===== config.mk =====
export PLATFORM = sky130hd
export DESIGN_NAME = bash_perm_ctrl_flat
export DESIGN_NICKNAME = d
export VERILOG_FILES = /design/src/rtl/bash_perm_ctrl_pkg.sv /design/src/rtl/bash_perm_ctrl_if.sv /design/src/rtl/bash_perm_ctrl_round_cnt.sv /design/src/rtl/bash_perm_ctrl.sv /design/src/flat_wrapper.sv
export SDC_FILE = /design/constraint.sdc
export NUM_CORES = 1
export LEC_CHECK = 0
export ABC_AREA = 0
export BUFFER_PORTS_ARGS = -buffer_cell sky130_fd_sc_hd__clkbuf_2
export CAP_MARGIN = 20
export CORE_ASPECT_RATIO = 1.25
export CORE_MARGIN = 2
export CORE_UTILIZATION = 40
export CTS_BUF_LIST = sky130_fd_sc_hd__clkbuf_2 sky130_fd_sc_hd__clkbuf_4 sky130_fd_sc_hd__clkbuf_8
export CTS_CLUSTER_SIZE = 20
export DETAILED_ROUTE_END_ITERATION = 7
export PLACE_DENSITY = 0.73
export SETUP_SLACK_MARGIN = 0.3
export SYNTH_ARGS = -nofsm -noshare
export SYNTH_HDL_FRONTEND = slang
export SYNTH_SLANG_ARGS = --single-unit

===== constraint.sdc =====
create_clock -name clk_i -period 2 [get_ports clk_i]
set_input_delay 0.5 -clock clk_i [delete_from_list [all_inputs] [get_ports clk_i]]
set_output_delay 0.5 -clock clk_i [all_outputs]
set_load 0.05 [all_outputs]

===== src/rtl/bash_perm_ctrl_pkg.sv =====
`default_nettype none
// ============================================================================
//  Module      : bash_hash_params_pkg
//  Description : Shared types and constants for the bash-f permutation
//                sequencer. Holds the sequencer state encoding, the default
//                round count and the round index width.
//  Revision    : 1.0 - initial release
// ============================================================================
package bash_hash_params_pkg;

    localparam int NUM_ROUNDS_DEFAULT = 24;
    localparam int ROUND_IDX_W        = 5;

    typedef enum logic [2:0] {
        ST_IDLE    = 3'd0,
        ST_LOAD    = 3'd1,
        ST_LOADED  = 3'd2,
        ST_RUN     = 3'd3,
        ST_CAPTURE = 3'd4,
        ST_DONE    = 3'd5
    } perm_state_t;

endpackage
`default_nettype wire


===== src/rtl/bash_perm_ctrl_if.sv =====
`default_nettype none
// ============================================================================
//  Module      : bash_perm_ctrl_if
//  Description : Strobe/status bundle between the register map, the bash-f
//                core and the permutation sequencer.
//                slave  : sequencer side (receives prep/start, drives status)
//                master : register-map / core side
//  Ports       : prep_i, start_i           - one-cycle command strobes
//                load_o, capture_o         - one-cycle core control pulses
//                round_en_o, round_idx_o   - core round enable and index
//                active_o, rdy_o, err_o    - status back to the register map
//                cyc_cnt_o                 - cycle counter (zero if disabled)
//  Revision    : 1.0 - initial release
// ============================================================================
interface bash_perm_ctrl_if #(
    parameter int CNT_W = 32
);
    import bash_hash_params_pkg::*;

    logic                   prep_i;
    logic                   start_i;
    logic                   load_o;
    logic                   round_en_o;
    logic [ROUND_IDX_W-1:0] round_idx_o;
    logic                   capture_o;
    logic                   active_o;
    logic                   rdy_o;
    logic                   err_o;
    logic [CNT_W-1:0]       cyc_cnt_o;

    modport slave (
        input  prep_i, start_i,
        output load_o, round_en_o, round_idx_o, capture_o,
               active_o, rdy_o, err_o, cyc_cnt_o
    );

    modport master (
        output prep_i, start_i,
        input  load_o, round_en_o, round_idx_o, capture_o,
               active_o, rdy_o, err_o, cyc_cnt_o
    );

endinterface
`default_nettype wire


===== src/rtl/bash_perm_ctrl_round_cnt.sv =====
`default_nettype none
// ============================================================================
//  Module      : bash_round_cnt
//  Description : Sub-cycle and round counter. While run_i is high the
//                sub-cycle counter walks 0..CYCLES_PER_ROUND-1; on its last
//                value round_en_o fires and the round index advances, wrapping
//                to 0 after the final round. Both counters hold at 0 while
//                run_i is low, so the round index is 0 outside a run.
//  Ports       : clk_i, rst_i (async, active-high), run_i,
//                round_en_o, round_idx_o, last_o (round_en on final round)
//  Revision    : 1.0 - initial release
// ============================================================================
module bash_round_cnt
    import bash_hash_params_pkg::*;
#(
    parameter int NUM_ROUNDS       = NUM_ROUNDS_DEFAULT,
    parameter int CYCLES_PER_ROUND = 1
) (
    input  wire logic                   clk_i,
    input  wire logic                   rst_i,
    input  wire logic                   run_i,
    output logic                        round_en_o,
    output logic [ROUND_IDX_W-1:0]      round_idx_o,
    output logic                        last_o
);

    // A one-cycle round still needs a one-bit counter to stay legal.
    localparam int SUB_W = (CYCLES_PER_ROUND > 1) ? $clog2(CYCLES_PER_ROUND) : 1;
    localparam logic [SUB_W-1:0]       C_SUB_LAST = SUB_W'(CYCLES_PER_ROUND - 1);
    localparam logic [ROUND_IDX_W-1:0] C_IDX_LAST = ROUND_IDX_W'(NUM_ROUNDS - 1);

    logic [SUB_W-1:0]       r_sub;
    logic [ROUND_IDX_W-1:0] r_idx;
    logic                   w_round_en;

    assign w_round_en = run_i && (r_sub == C_SUB_LAST);

    always_ff @(posedge clk_i or posedge rst_i) begin
        if (rst_i) begin
            r_sub <= '0;
            r_idx <= '0;
        end else if (!run_i) begin
            r_sub <= '0;
            r_idx <= '0;
        end else if (w_round_en) begin
            r_sub <= '0;
            r_idx <= (r_idx == C_IDX_LAST) ? '0 : r_idx + 1'b1;
        end else begin
            r_sub <= r_sub + 1'b1;
        end
    end

    assign round_en_o  = w_round_en;
    assign round_idx_o = r_idx;
    assign last_o      = w_round_en && (r_idx == C_IDX_LAST);

endmodule
`default_nettype wire


===== src/rtl/bash_perm_ctrl.sv =====
`default_nettype none
// ============================================================================
//  Module      : bash_perm_ctrl
//  Description : Sequencer for the round-iterated bash-f permutation core.
//                Turns prep/start strobes into load / run-rounds / capture.
//                A start from DONE re-permutes the current core state
//                (sponge chaining without reload).
//  Ports       : clk_i, rst_i (async, active-high), bus (bash_perm_ctrl_if
//                slave modport: prep/start in; load, round_en, round_idx,
//                capture, active, rdy, err, cyc_cnt out)
//  Options     : BASH_PERM_CTRL_CYC_CNT_EN - adds a saturating cycle counter
//                on cyc_cnt_o; when undefined cyc_cnt_o is tied to zero.
//  Revision    : 1.0 - initial release
// ============================================================================
module bash_perm_ctrl
    import bash_hash_params_pkg::*;
#(
    parameter int NUM_ROUNDS       = NUM_ROUNDS_DEFAULT,
    parameter int CYCLES_PER_ROUND = 1,
    parameter int CNT_W            = 32
) (
    input  wire logic        clk_i,
    input  wire logic        rst_i,
    bash_perm_ctrl_if.slave  bus
);

    perm_state_t            r_state;
    logic                   r_load;
    logic                   r_capture;
    logic                   r_err;
    logic                   w_run;
    logic                   w_round_en;
    logic                   w_last;
    logic [ROUND_IDX_W-1:0] w_round_idx;
    logic                   w_strobe;

    assign w_run    = (r_state == ST_RUN);
    assign w_strobe = bus.prep_i || bus.start_i;

    bash_round_cnt #(
        .NUM_ROUNDS       (NUM_ROUNDS),
        .CYCLES_PER_ROUND (CYCLES_PER_ROUND)
    ) u_round_cnt (
        .clk_i       (clk_i),
        .rst_i       (rst_i),
        .run_i       (w_run),
        .round_en_o  (w_round_en),
        .round_idx_o (w_round_idx),
        .last_o      (w_last)
    );

    // load/capture are set on the transition into LOAD/CAPTURE so they are
    // high for exactly the one cycle spent in that state.
    always_ff @(posedge clk_i or posedge rst_i) begin
        if (rst_i) begin
            r_state   <= ST_IDLE;
            r_load    <= 1'b0;
            r_capture <= 1'b0;
            r_err     <= 1'b0;
        end else begin
            r_load    <= 1'b0;
            r_capture <= 1'b0;
            case (r_state)
                ST_IDLE: begin
                    if (bus.prep_i) begin
                        r_state <= ST_LOAD;
                        r_load  <= 1'b1;
                        // Accepted prep clears the flag, unless a start
                        // collided with it in the same cycle.
                        r_err   <= bus.start_i;
                    end else if (bus.start_i) begin
                        r_err   <= 1'b1;
                    end
                end
                ST_LOAD: begin
                    r_state <= ST_LOADED;
                    if (w_strobe) r_err <= 1'b1;
                end
                ST_LOADED, ST_DONE: begin
                    if (bus.prep_i) begin
                        r_state <= ST_LOAD;
                        r_load  <= 1'b1;
                        r_err   <= bus.start_i;
                    end else if (bus.start_i) begin
                        r_state <= ST_RUN;
                    end
                end
                ST_RUN: begin
                    if (w_strobe) r_err <= 1'b1;
                    if (w_last) begin
                        r_state   <= ST_CAPTURE;
                        r_capture <= 1'b1;
                    end
                end
                ST_CAPTURE: begin
                    r_state <= ST_DONE;
                    if (w_strobe) r_err <= 1'b1;
                end
                default: r_state <= ST_IDLE;
            endcase
        end
    end

    assign bus.load_o      = r_load;
    assign bus.capture_o   = r_capture;
    assign bus.err_o       = r_err;
    assign bus.round_en_o  = w_round_en;
    assign bus.round_idx_o = w_round_idx;
    assign bus.active_o    = (r_state == ST_RUN) || (r_state == ST_CAPTURE);
    assign bus.rdy_o       = (r_state == ST_DONE);

`ifdef BASH_PERM_CTRL_CYC_CNT_EN
    logic [CNT_W-1:0] r_cyc_cnt;
    logic             w_start_acc;

    assign w_start_acc = ((r_state == ST_LOADED) || (r_state == ST_DONE))
                         && bus.start_i && !bus.prep_i;

    // Counts RUN+CAPTURE cycles, freezes in DONE, saturates instead of wrapping.
    always_ff @(posedge clk_i or posedge rst_i) begin
        if (rst_i) begin
            r_cyc_cnt <= '0;
        end else if (w_start_acc) begin
            r_cyc_cnt <= '0;
        end else if (bus.active_o && (r_cyc_cnt != {CNT_W{1'b1}})) begin
            r_cyc_cnt <= r_cyc_cnt + 1'b1;
        end
    end

    assign bus.cyc_cnt_o = r_cyc_cnt;
`else
    assign bus.cyc_cnt_o = {CNT_W{1'b0}};
`endif

endmodule
`default_nettype wire

===== src/flat_wrapper.sv =====
// flat-port wrapper written by rule: the top's interface ports become plain ports
module bash_perm_ctrl_flat import bash_hash_params_pkg::*;
#(
    parameter int NUM_ROUNDS       = NUM_ROUNDS_DEFAULT,
    parameter int CYCLES_PER_ROUND = 1,
    parameter int CNT_W            = 32
)
  (clk_i, rst_i, bus_prep_i, bus_start_i, bus_load_o, bus_round_en_o, bus_round_idx_o, bus_capture_o, bus_active_o, bus_rdy_o, bus_err_o, bus_cyc_cnt_o);
  bash_perm_ctrl_if #(.CNT_W(CNT_W)) bus_i ();
  input  wire logic clk_i;
  input  wire logic rst_i;
  input wire logic [$bits(bus_i.prep_i)-1:0] bus_prep_i;
  input wire logic [$bits(bus_i.start_i)-1:0] bus_start_i;
  output wire logic [$bits(bus_i.load_o)-1:0] bus_load_o;
  output wire logic [$bits(bus_i.round_en_o)-1:0] bus_round_en_o;
  output wire logic [$bits(bus_i.round_idx_o)-1:0] bus_round_idx_o;
  output wire logic [$bits(bus_i.capture_o)-1:0] bus_capture_o;
  output wire logic [$bits(bus_i.active_o)-1:0] bus_active_o;
  output wire logic [$bits(bus_i.rdy_o)-1:0] bus_rdy_o;
  output wire logic [$bits(bus_i.err_o)-1:0] bus_err_o;
  output wire logic [$bits(bus_i.cyc_cnt_o)-1:0] bus_cyc_cnt_o;
  assign bus_i.prep_i = bus_prep_i;
  assign bus_i.start_i = bus_start_i;
  assign bus_load_o = bus_i.load_o;
  assign bus_round_en_o = bus_i.round_en_o;
  assign bus_round_idx_o = bus_i.round_idx_o;
  assign bus_capture_o = bus_i.capture_o;
  assign bus_active_o = bus_i.active_o;
  assign bus_rdy_o = bus_i.rdy_o;
  assign bus_err_o = bus_i.err_o;
  assign bus_cyc_cnt_o = bus_i.cyc_cnt_o;
  bash_perm_ctrl #(.NUM_ROUNDS(NUM_ROUNDS), .CYCLES_PER_ROUND(CYCLES_PER_ROUND), .CNT_W(CNT_W)) u_core (.clk_i(clk_i), .rst_i(rst_i), .bus(bus_i));
endmodule

==> results.py <==
metrics = {
    "floorplanning": {
        "dieHeight_um": 56.2,
        "die_w_um": 45.8,
        "coreArea_sq_um": 2030,
        "dieArea_sq_um": 2570,
        "start_util_pct": 43.0,
        "pin_count": 47,
        "rows": 18,
    },
    "route": {
        "drtIter0Drc": 5,
        "wl_mm": 1.47,
        "wl_per_cell_um": 10.6,
        "drc": 0,
        "avgViaCountPerCell": 4.44,
        "ant_nets": 0,
        "dr_total_vias": 617,
        "firstDrtPassIters": 4,
    },
    "synth": {
        "synth_top_area_share_pct": 34.4,
        "synth_flop_cell": "dfrtp_1",
        "post_synth_main_area_contributors": "dfrtp_1 (34%), buf_4 (28%), a21oi_1 (2.9%), nand2_1 (2.6%), nand3b_4 (2.3%)",
        "synth_edf_count": 0,
        "syn_inst": 94,
        "synth_cell_types": 31,
        "syn_avg_cell_area_sq_um": 9.28,
        "synthArstFlopShare_pct": 100,
        "ys_seq_area_share_pct": 34.4,
        "syn-cell-area_sq_um": 872,
        "synth_common_cells": "buf_4 (32), dfrtp_1 (12), nand2_1 (6)",
        "ys_warn_count": 0,
        "yosysTopAreaCell": "dfrtp_1",
        "synth-seq-cells": 12,
        "yosysMostFrequentCell": "buf_4",
    },
    "timing": {
        "finalCritPeriodShare_pct": 86.3,
        "rsz0062_at_grt": "yes",
        "slew_violations": 0,
        "holdWs_ps": 204,
        "finalSetupTns_ps": 0,
        "setup_viol": 0,
        "finalCriticalPeriod_ps": 1730,
        "finClkSkew_ps": 1.25,
        "fmax_mhz": 579,
        "hold_violations": 0,
    },
    "pwr": {
        "p_leak_nw": 0.544,
        "p_sw_share_pct": 47.6,
        "vdd_drop_max_mv": 0.605,
        "switching_power_w": 0.000590,
        "power_frac_comb_pct": 57.2,
        "power_frac_clock_pct": 14.7,
        "p_per_area_nw_per_um2": 1220,
        "p_seq_share_pct": 28.1,
        "internal_power_w": 0.000651,
    },
    "placement": {
        "portBuffers": 14,
        "place_hpwl_mm": 1.07,
        "gp_congestion": 0.816,
    },
    "worst_hold_path": {
        "hp-class": "in2async",
    },
    "setup_path": {
        "reg2reg_from": "u_core.u_round_cnt.round_idx_o[0]",
        "path_max_fanout": 3,
        "cp_cell_sequence": "buf_6, nand2b_4, o21ai_2, buf_8",
        "worstSetupPathType": "reg2out",
        "slowest_delay_ps": 420,
        "crit_path_start": "u_core.r_state[0]",
        "crit_family": "flip-flops",
        "critPathArrivalTime_ps": 1230,
        "worstPathRequired_ps": 1500,
        "end_kind": "output pin",
        "worst-path-buf-inv": 2,
        "cpMaxStageDelayCell": "dfrtp_2",
        "cp-start-kind": "register",
    },
    "grt": {
        "track_usage_pct": 12.2,
        "grt_antenna_before_repair": 0,
        "grt-ovfl-total": 0,
        "grt_max_degree": 13,
        "grt_pass1_wl_mm": 2.35,
        "grt_pass1_vias": 540,
    },
    "layout": {
        "final_util_pct": 50.1,
        "drive_gt1_share_pct": 35.3,
        "final_nets": 125,
        "fillerInstances": 199,
        "num_antenna_cells": 0,
        "syn2layout_area_growth_pct": 16.4,
        "multi_input_area_sq_um": 475,
        "ff_latch_area_sq_um": 307,
    },
    "clock_network": {
        "clk_latency_ps": 260,
        "root_buffer": "clkbuf_4",
        "holdBufCountCts": 0,
        "numCtsBuffers": 3,
        "cts_tree": "done",
        "cts_buffer_depth": 2,
        "clk_pin_slew_ps": 70,
        "clock-sinks": 12,
        "h-tree-depth": 1,
    },
    "outcome": {
        "status": "completed",
    },
    "run": {
        "max-cap-violations": 0,
    },
}
[state kept, by name, indices dropped and copies added, names as in the netlist]
register,flops
u_core.u_round_cnt.round_idx_o,5
u_core.r_state,3
u_core.bus.capture_o,1
u_core.bus.err_o,1
u_core.bus.load_o,1
u_core.u_round_cnt.r_sub,1
[metal layers]
metal / part of all wire (%) / vias to the layer above / GRT usage (%)
met1: 39 / 286 / 14.0
met4: 0.82 / 0 / 4.90
li1: - / 302 / -
met3: 5.6 / 2 / 1.95
met5: 0 / - / 0
met2: 55 / 27 / 21.5
[cells by family after synthesis]
| family | synth area share, % |
|---|---|
| flip-flops | 34.4 |
| XOR/XNOR | 1.00 |
| AND/OR/NAND/NOR | 22.8 |
| adder cells (fa/ha/maj) | 1.43 |
| other | 0.430 |
| buffers and inverters | 29.0 |
| AO/OA/AOI/OAI | 10.9 |
[final timing paths]
check | to | slack (ps) | cells past startpoint
hold reg to reg | u_core.bus.err_o | 550 | 1
setup / recovery | bus_active_o | 270 | 4
max in group asynchronous | u_core.r_state[1] | 1480 | 2
min in group clk_i | u_core.bus.err_o | 500 | 3
setup reg to reg | u_core.r_state[1] | 480 | 4
hold / removal | u_core.u_round_cnt.round_idx_o[4] | 200 | 2
[through the flow]
step	instance area, sq um	setup WS, ps	instances	power (W)
floorplan	1010	331	126	0.000860
finish	1010	274	139	0.00124
global placement	863	311	128	0.000904
detailed placement	863	253	128	0.000917
CTS	991	245	137	0.00122
global route	1010	227	139	0.00131
[final cells by class]
cell class              count  share of cell area, %
flip-flops and latches     12                   30.2
multi-input cells          79                   46.9
clock buffers               4                   3.58
repair buffers             22                   16.2
inverters                   2                  0.740
well taps                  20                   2.47
[placed cells by master, fill, tap and decap left out, drive strengths merged, types with 3 or more instances in the layout]
cell type,instances
dfrtp,12
o21ai,4
or3b,3
conb,33
clkbuf,15
a21oi,5
nor2,3
nand2b,3
nand2,6
buf,11
[power by group through the flow]
stage	sequential, W	clock (W)	combinational [W]
6_report	0.000349	0.000182	0.000709
5_1_grt	0.000354	0.000207	0.000754
4_1_cts	0.000344	0.000190	0.000687
3_5_place_dp	0.000360	0	0.000556
3_3_place_gp	0.000356	0	0.000548
2_1_floorplan	0.000428	0	0.000431
[timing repair]
| item | CTS | global route |
|---|---|---|
| pin swaps | 1 | 1 |
| endpoints found under the setup margin | 3 | 3 |
| setup buffers | 5 | 2 |
| resized for setup | 15 | 4 |
Power figures use the tool's default switching activity.
